===== src/rtl/sc_timeoutcounter.sv =====
// Point-drop timeout counter: counts active-low upcount pulses against a level-dependent limit
// and holds an active-low expiry flag until the point state machine clears the counter.
module sc_timeoutcounter #(
    parameter int unsigned            COUNT_WIDTH        = 24,
    parameter logic [COUNT_WIDTH-1:0] LIMIT_L0           = 24'd8_000_000,
    parameter logic [COUNT_WIDTH-1:0] LIMIT_L1           = 24'd4_000_000,
    parameter logic [COUNT_WIDTH-1:0] LIMIT_L2           = 24'd2_000_000,
    parameter logic [COUNT_WIDTH-1:0] LIMIT_L3           = 24'd1_000_000,
    parameter logic [3:0]             EXPIRIES_PER_LEVEL = 4'd8
) (
    input  logic                   SC_STATEMACHINEPOINT_CLOCK_50,
    input  logic                   SC_STATEMACHINEPOINT_RESET_InHigh,
    input  logic                   SC_TIMEOUTCOUNTER_init_InLow,
    input  logic                   SC_TIMEOUTCOUNTER_clear_InLow,
    input  logic                   SC_TIMEOUTCOUNTER_upcount_InLow,
    output logic                   SC_TIMEOUTCOUNTER_T0_OutLow,
    output logic [COUNT_WIDTH-1:0] SC_TIMEOUTCOUNTER_count_Out,
    output logic [1:0]             SC_TIMEOUTCOUNTER_level_Out,
    output logic [3:0]             SC_TIMEOUTCOUNTER_expiries_Out
);

    typedef enum logic {
        COUNTING,
        EXPIRED
    } state_t;

    state_t                 state_q, state_d;
    logic [COUNT_WIDTH-1:0] count_q, count_d;
    logic [COUNT_WIDTH-1:0] lim_q, lim_d;
    logic [1:0]             level_q, level_d;
    logic [3:0]             expiries_q, expiries_d;
    logic [COUNT_WIDTH-1:0] count_inc;
    logic [3:0]             expiries_inc;

    function automatic logic [COUNT_WIDTH-1:0] limit_for(input logic [1:0] lvl);
        logic [COUNT_WIDTH-1:0] l;
        unique case (lvl)
            2'd0:    l = LIMIT_L0;
            2'd1:    l = LIMIT_L1;
            2'd2:    l = LIMIT_L2;
            default: l = LIMIT_L3;
        endcase
        return l;
    endfunction

    always_ff @(posedge SC_STATEMACHINEPOINT_CLOCK_50 or posedge SC_STATEMACHINEPOINT_RESET_InHigh) begin
        if (SC_STATEMACHINEPOINT_RESET_InHigh) begin
            state_q    <= COUNTING;
            count_q    <= '0;
            lim_q      <= LIMIT_L0;
            level_q    <= '0;
            expiries_q <= '0;
        end else begin
            state_q    <= state_d;
            count_q    <= count_d;
            lim_q      <= lim_d;
            level_q    <= level_d;
            expiries_q <= expiries_d;
        end
    end

    assign count_inc    = count_q + COUNT_WIDTH'(1);
    assign expiries_inc = expiries_q + 4'd1;

    always_comb begin
        state_d    = state_q;
        count_d    = count_q;
        lim_d      = lim_q;
        level_d    = level_q;
        expiries_d = expiries_q;

        if (!SC_TIMEOUTCOUNTER_init_InLow) begin
            state_d    = COUNTING;
            count_d    = '0;
            lim_d      = limit_for(2'd0);
            level_d    = '0;
            expiries_d = '0;
        end else if (!SC_TIMEOUTCOUNTER_clear_InLow) begin
            // level_q already reflects the expiry that preceded this clear
            state_d = COUNTING;
            count_d = '0;
            lim_d   = limit_for(level_q);
        end else begin
            unique case (state_q)
                COUNTING: begin
                    if (!SC_TIMEOUTCOUNTER_upcount_InLow) begin
                        count_d = count_inc;
                        if (count_inc == lim_q) begin
                            state_d = EXPIRED;
                            if (expiries_inc == EXPIRIES_PER_LEVEL) begin
                                expiries_d = '0;
                                if (level_q != 2'd3) begin
                                    level_d = level_q + 2'd1;
                                end
                            end else begin
                                expiries_d = expiries_inc;
                            end
                        end
                    end
                end
                EXPIRED: begin
                    state_d = EXPIRED;
                end
                default: begin
                    state_d = COUNTING;
                end
            endcase
        end
    end

    assign SC_TIMEOUTCOUNTER_T0_OutLow    = (state_q != EXPIRED);
    assign SC_TIMEOUTCOUNTER_count_Out    = count_q;
    assign SC_TIMEOUTCOUNTER_level_Out    = level_q;
    assign SC_TIMEOUTCOUNTER_expiries_Out = expiries_q;

endmodule


===== config.mk =====
export PLATFORM = sky130hd
export DESIGN_NAME = sc_timeoutcounter
export DESIGN_NICKNAME = d
export VERILOG_FILES = /design/src/rtl/sc_timeoutcounter.sv
export SDC_FILE = /design/constraint.sdc
export NUM_CORES = 1
export LEC_CHECK = 0
export ABC_AREA = 1
export BUFFER_PORTS_ARGS = -buffer_cell sky130_fd_sc_hd__buf_2
export CAP_MARGIN = 0
export CORE_MARGIN = 2
export CORE_UTILIZATION = 50
export DETAILED_ROUTE_END_ITERATION = 8
export GPL_TIMING_DRIVEN = 0
export PLACE_DENSITY = 0.7
export SLEW_MARGIN = 20
export SYNTH_ARGS = -nofsm -noshare
export SYNTH_HDL_FRONTEND = slang
export SYNTH_SLANG_ARGS = --single-unit

===== constraint.sdc =====
create_clock -name SC_STATEMACHINEPOINT_CLOCK_50 -period 6.1 [get_ports SC_STATEMACHINEPOINT_CLOCK_50]
set_clock_uncertainty 0.05 [all_clocks]
set_input_delay 0.61 -clock SC_STATEMACHINEPOINT_CLOCK_50 [delete_from_list [all_inputs] [get_ports SC_STATEMACHINEPOINT_CLOCK_50]]
set_output_delay 0.61 -clock SC_STATEMACHINEPOINT_CLOCK_50 [all_outputs]
set_load 0.1 [all_outputs]

== Yosys cells after proc, flatten, opt, wreduce, memory -nomap -nowiden ==
Index checks and enable logic that the tools add are counted.

* Bitwise operators: 1
* Add/sub/neg operators: 3
* Reductions and logical operators: 4
* $lt $le $gt $ge: 0
* Multiply operators: 0
* Divide/modulo/power cells: 0
* Eq/ne operators: 14
* Multiplexer cells: 25
* Shifts and indexed selects: 0

{| class="wikitable"
|+ Operator list
! cell !! number
|-
| 2-to-1 mux 24 bit || 6
|-
| one-hot mux 23 bit (3 select lines) || 1
|-
| adder 24 x 1 -> 24 bit (second input constant) || 1
|-
| equality test 24 bit || 1
|-
| 2-to-1 mux 4 bit || 6
|-
| 2-to-1 mux 2 bit || 7
|-
| != test 2 x 1 -> 1 bit (second input constant) || 4
|-
| != test 2 bit (second input constant) || 4
|-
| != test 3 bit (second input constant) || 2
|-
| AND reduction 6 bit || 1
|-
| adder 4 x 1 -> 4 bit (second input constant) || 1
|-
| equality test 4 bit (second input constant) || 1
|-
| 2-to-1 mux 1 bit || 4
|-
| AND reduction 4 bit || 1
|-
| adder 2 x 1 -> 2 bit (second input constant) || 1
|-
| equality test 2 x 1 -> 1 bit (second input constant) || 1
|-
| equality test 2 bit (second input constant) || 1
|-
| zero test 2 bit || 1
|-
| one-hot mux 1 bit (2 select lines) || 1
|-
| AND reduction 2 bit || 1
|-
| inverter 1 bit || 1
|}

* ROM bits: 0
* Memories kept: 0
* Input port bits: 5
* Latch bits: 0
* Output and inout bits: 31
* Word-level logic and storage cells: 52
* RAM bits: 0
* Register bits: 55

== Longest topological paths before layout ==
* Depth after elaboration: 8
* Gate-level depth with buffers: 17
* Gate-level depth less buffers: 17

== Least setup slack after synthesis ==
No wires, ideal clock.

* Path type: register -> register
* From: register count_q[1] (netlist: SC_TIMEOUTCOUNTER_count_Out[1])
* To: register expiries_q[1] (netlist: SC_TIMEOUTCOUNTER_expiries_Out[1])
* Buffers on the path: 0
* Clock period less this slack: 2.812 ns
* Arrival time: 2.641 ns
* Required time: 5.929 ns
* Library setup time: 0.121 ns
* Setup slack: 3.288 ns
* Stages on the path, launching flop included: 17
* Cells stage by stage: dfrtp_1 > ha_1 > inv_2 > nor2_4 > nand2_2 > nor2_1 > nand2_1 > nand2_1 > nand2_1 > nand2_1 > nand2_1 > inv_1 > nand2_1 > nor2_4 > nand2_4 > nand3_1 > nand2_1

* Word-level cells in the longest chain between the ends: 4

{| class="wikitable"
|+ RTL lines
! element !! RTL line !! source
|-
| start: declaration || 28 || <nowiki>logic [COUNT_WIDTH-1:0] count_q, count_d;</nowiki>
|-
| start signal: assignment || 55 || <nowiki>count_q <= count_d;</nowiki>
|-
| adder 24 x 1 -> 24 bit || 62 || <nowiki>assign count_inc = count_q + COUNT_WIDTH'(1);</nowiki>
|-
| equality test 24 bit || 88 || <nowiki>if (count_inc == lim_q) begin</nowiki>
|-
| != test 2 x 1 -> 1 bit (no line) || -- ||
|-
| AND reduction 4 bit (no line) || -- ||
|-
| end signal: assignment || 58 || <nowiki>expiries_q <= expiries_d;</nowiki>
|-
| end: declaration || 31 || <nowiki>logic [3:0] expiries_q, expiries_d;</nowiki>
|}

No other way between the ends.
A chain may end at the register's enable or synchronous reset.

== Final worst setup path ==
* From: register count_q[1] (netlist: SC_TIMEOUTCOUNTER_count_Out[1])
* To: register expiries_q[3] (netlist: SC_TIMEOUTCOUNTER_expiries_Out[3])

The elaborated chain is that of the path after synthesis.

==> run metrics <==
chip width 81.14 um; maximum achievable frequency approximately 0.4 GHz; layout cell share with drive strength beyond 1 ~16%; RSZ-0062 raised after global routing no; Cell Chain, Critical Path ha_1 > inv_2 > o21ai_0 > nand4_1 > nor2_1 > nand2_1 > nor2_1 > nand2_1 > nor2_2 > nand2_2 > nor2_4 > nand2_4 > nor2_2 > nand2_1 > nand2_1; Post-DP HPWL approximately 6000 um; CTS Hold Bufs 0; clk_lat worst skew roughly 0.30 ns; Post-synth EDFFs 0; Gates resized, CTS repair 0; post-synth top area share a little under a third; Top cell by count, worst path nand2_1; minimum clock period roughly 2.5 ns; Sinks on Clock Net 41; fin area around 3300 um^2; Slew Limit Fails 0; GRT Total Usage about a quarter; initial antenna violation count 0; Critical Path Start Type flip-flop; Final setup viols 0; cell family with most CP delay simple AND/OR/NAND/NOR gates; WP buf/inv 1; largest net degree at the start of global routing 26; Vias/cell about 5.4; vias in the first global route 2753; library cells used by synthesis 30; RD Place Congestion slightly below 1; synthesized area per cell 6.968 um^2; first-pass GRT wire length 13210 um; synthesized instance count between 400 and 500; Crit Path Max Fanout 7; async set or reset register ratio after synthesis 100.0%; placed instance area 3267 um^2; clock slew at reported path FFs 0.08 ns; number of post-CTS setup repair buffers 0; CTS max path bufs 2; total negative slack 0 ns; IO Count 36; status finished clean; CP Class reg -> reg; sequential area share after synthesis approximately a third; Initial Util between 50% and 60%; Die ar. 6584 um^2; most common flop cell mapped by yosys dfrtp_1; FP Rows 28; drt first pass iters 5; total grt overflow 0; Final nets between 400 and 500; Critical Path Slowest Stage Cell dfrtp_1; Vias ~2.9k; Final Hold Vio Count 0; HP Class in -> async; Synthesis Warnings 0; Post-DRT Antenna Nets 0; depth of the CTS H-tree 2; maximum vdd ir drop between 90 and 100 uV; Ant. Diodes 0; PortBufs 34; DR DRC count 0; biggest area consumer among synthesized cells dfrtp_1; worst rel slew slack around 51%; max cap viols 0; Crit. End Element flip-flop; Post-Syn Nets about 440; routed length per instance 14.50 um; total power 0.4949 mW; post-route setup slack approximately 3.6 ns; fin crit share between 40 and 50%; count leader, synth nand2_1; pre-CTS setup slack between 3 and 4 ns; #FFs+latches synth 41; Lkg Pwr 1.680 nW; root buffer cell clkbuf_8; core area 5851 um^2; critical path required time around 6.3 ns; Initial DRC Count 225; WL final 7904 um; CTS tree built; pwr/cell area ~150 nW/um^2; P&R area growth vs syn 12.57%; synth top area cells dfrtp_1 30%, nand2_1 16%, nand3_1 8.4%; Die H 81.14 um; top cells by count, synth 129 x nand2_1, 55 x inv_1, 50 x nand3_1; peak per-stage delay on the critical path 0.46 ns; CP Data Arrival Time about 2.7 ns; synthesized cell area just under 3000 um^2; Slew @ Worst Pin roughly 0.74 ns; number of buffers created by CTS 5
## cells by family after synthesis
kind of cell | share of synthesized area (%)
adder cells (fa/ha/maj) | 4.205
AO/OA/AOI/OAI | 8.915
buffers and inverters | 7.863
XOR/XNOR | 3.743
AND/OR/NAND/NOR | 40.58
flip-flops | 34.69
## worst paths after layout
| check | from | endpoint | slack (ns) | cells after the start |
|---|---|---|---|---|
| worst max register to register | SC_TIMEOUTCOUNTER_count_Out[1] | SC_TIMEOUTCOUNTER_expiries_Out[3] | 3.58 | 15 |
| worst max-delay path | SC_TIMEOUTCOUNTER_count_Out[1] | SC_TIMEOUTCOUNTER_expiries_Out[3] | 3.58 | 15 |
| worst min register to register | lim_q[20] | lim_q[20] | 0.47 | 2 |
| max in group asynchronous | SC_STATEMACHINEPOINT_RESET_InHigh | SC_TIMEOUTCOUNTER_count_Out[6] | 5.22 | 3 |
| worst min-delay path | SC_STATEMACHINEPOINT_RESET_InHigh | SC_TIMEOUTCOUNTER_expiries_Out[1] | 0.30 | 2 |
| min in group SC_STATEMACHINEPOINT_CLOCK_50 | lim_q[20] | lim_q[20] | 0.47 | 2 |
## flip-flops by register name (all words and copies together) (netlist names)
signal	flops
SC_TIMEOUTCOUNTER_count_Out	24
lim_q	10
SC_TIMEOUTCOUNTER_expiries_Out	4
SC_TIMEOUTCOUNTER_level_Out	2
state_q	1
## layer usage
layer | routed length [um] | track usage [%] | share of wire (%) | vias to the layer above
met3 | 490 | 2.667 | 6.2 | 15
met2 | 3818 | 46.28 | 48 | 111
li1 | - | - | - | 1467
met1 | 3469 | 34.43 | 44 | 1342
met4 | 125 | 6.949 | 1.6 | 0
met5 | 0 | 0 | 0 | -
## placed cells by master (no fill, tap or decap)
cell type / n
xor2_1: 3
buf_2: 35
nor2_1: 36
nor2_4: 7
nor2_8: 1
inv_2: 2
dfrtp_1: 36
nand2_1: 129
or2_2: 1
nor2_2: 7
clkbuf_1: 5
nand2_4: 3
nand3_2: 2
nand2_2: 6
nand4_1: 11
a21oi_1: 6
buf_16: 1
dfstp_2: 5
nand3_1: 50
clkinv_1: 1
xnor3_1: 3
clkbuf_8: 5
and3_1: 1
and2_1: 2
xnor2_1: 2
o21bai_1: 3
o22ai_1: 14
nor3_1: 2
o21ai_1: 5
clkinv_2: 2
o21ai_0: 20
inv_1: 54
ha_1: 10
## power by group
part	switching [mW]	total [mW]	internal (mW)	leakage (nW)
Combinational	0.0264	0.0352	0.00884	1.08
Sequential	0.00221	0.277	0.275	0.554
Clock	0.103	0.182	0.0796	0.0450
Total	0.131	0.495	0.364	1.68
## through the flow
stage | instances | util (%) | hold slack (ns)
floorplan | 427 | - | 0.4128
global placement | 536 | 55.37 | 0.4557
detailed placement | 537 | 55.84 | 0.4507
CTS | 545 | 57.25 | 0.3287
global route | 545 | 57.25 | 0.3642
finish | 545 | 57.25 | 0.3040
## layout make-up
type                    instances  area, um^2
clock buffers                   6       72.57
repair buffers                 35       197.7
multi-input cells             324        1709
flip-flops and latches         41        1032
well taps                      75       93.84
clock inverters                 2       10.01
inverters                      57       214.0
fillers                       562        2501
plain buffers                   5       20.02
Note: power is estimated with default switching activity, not from simulation.
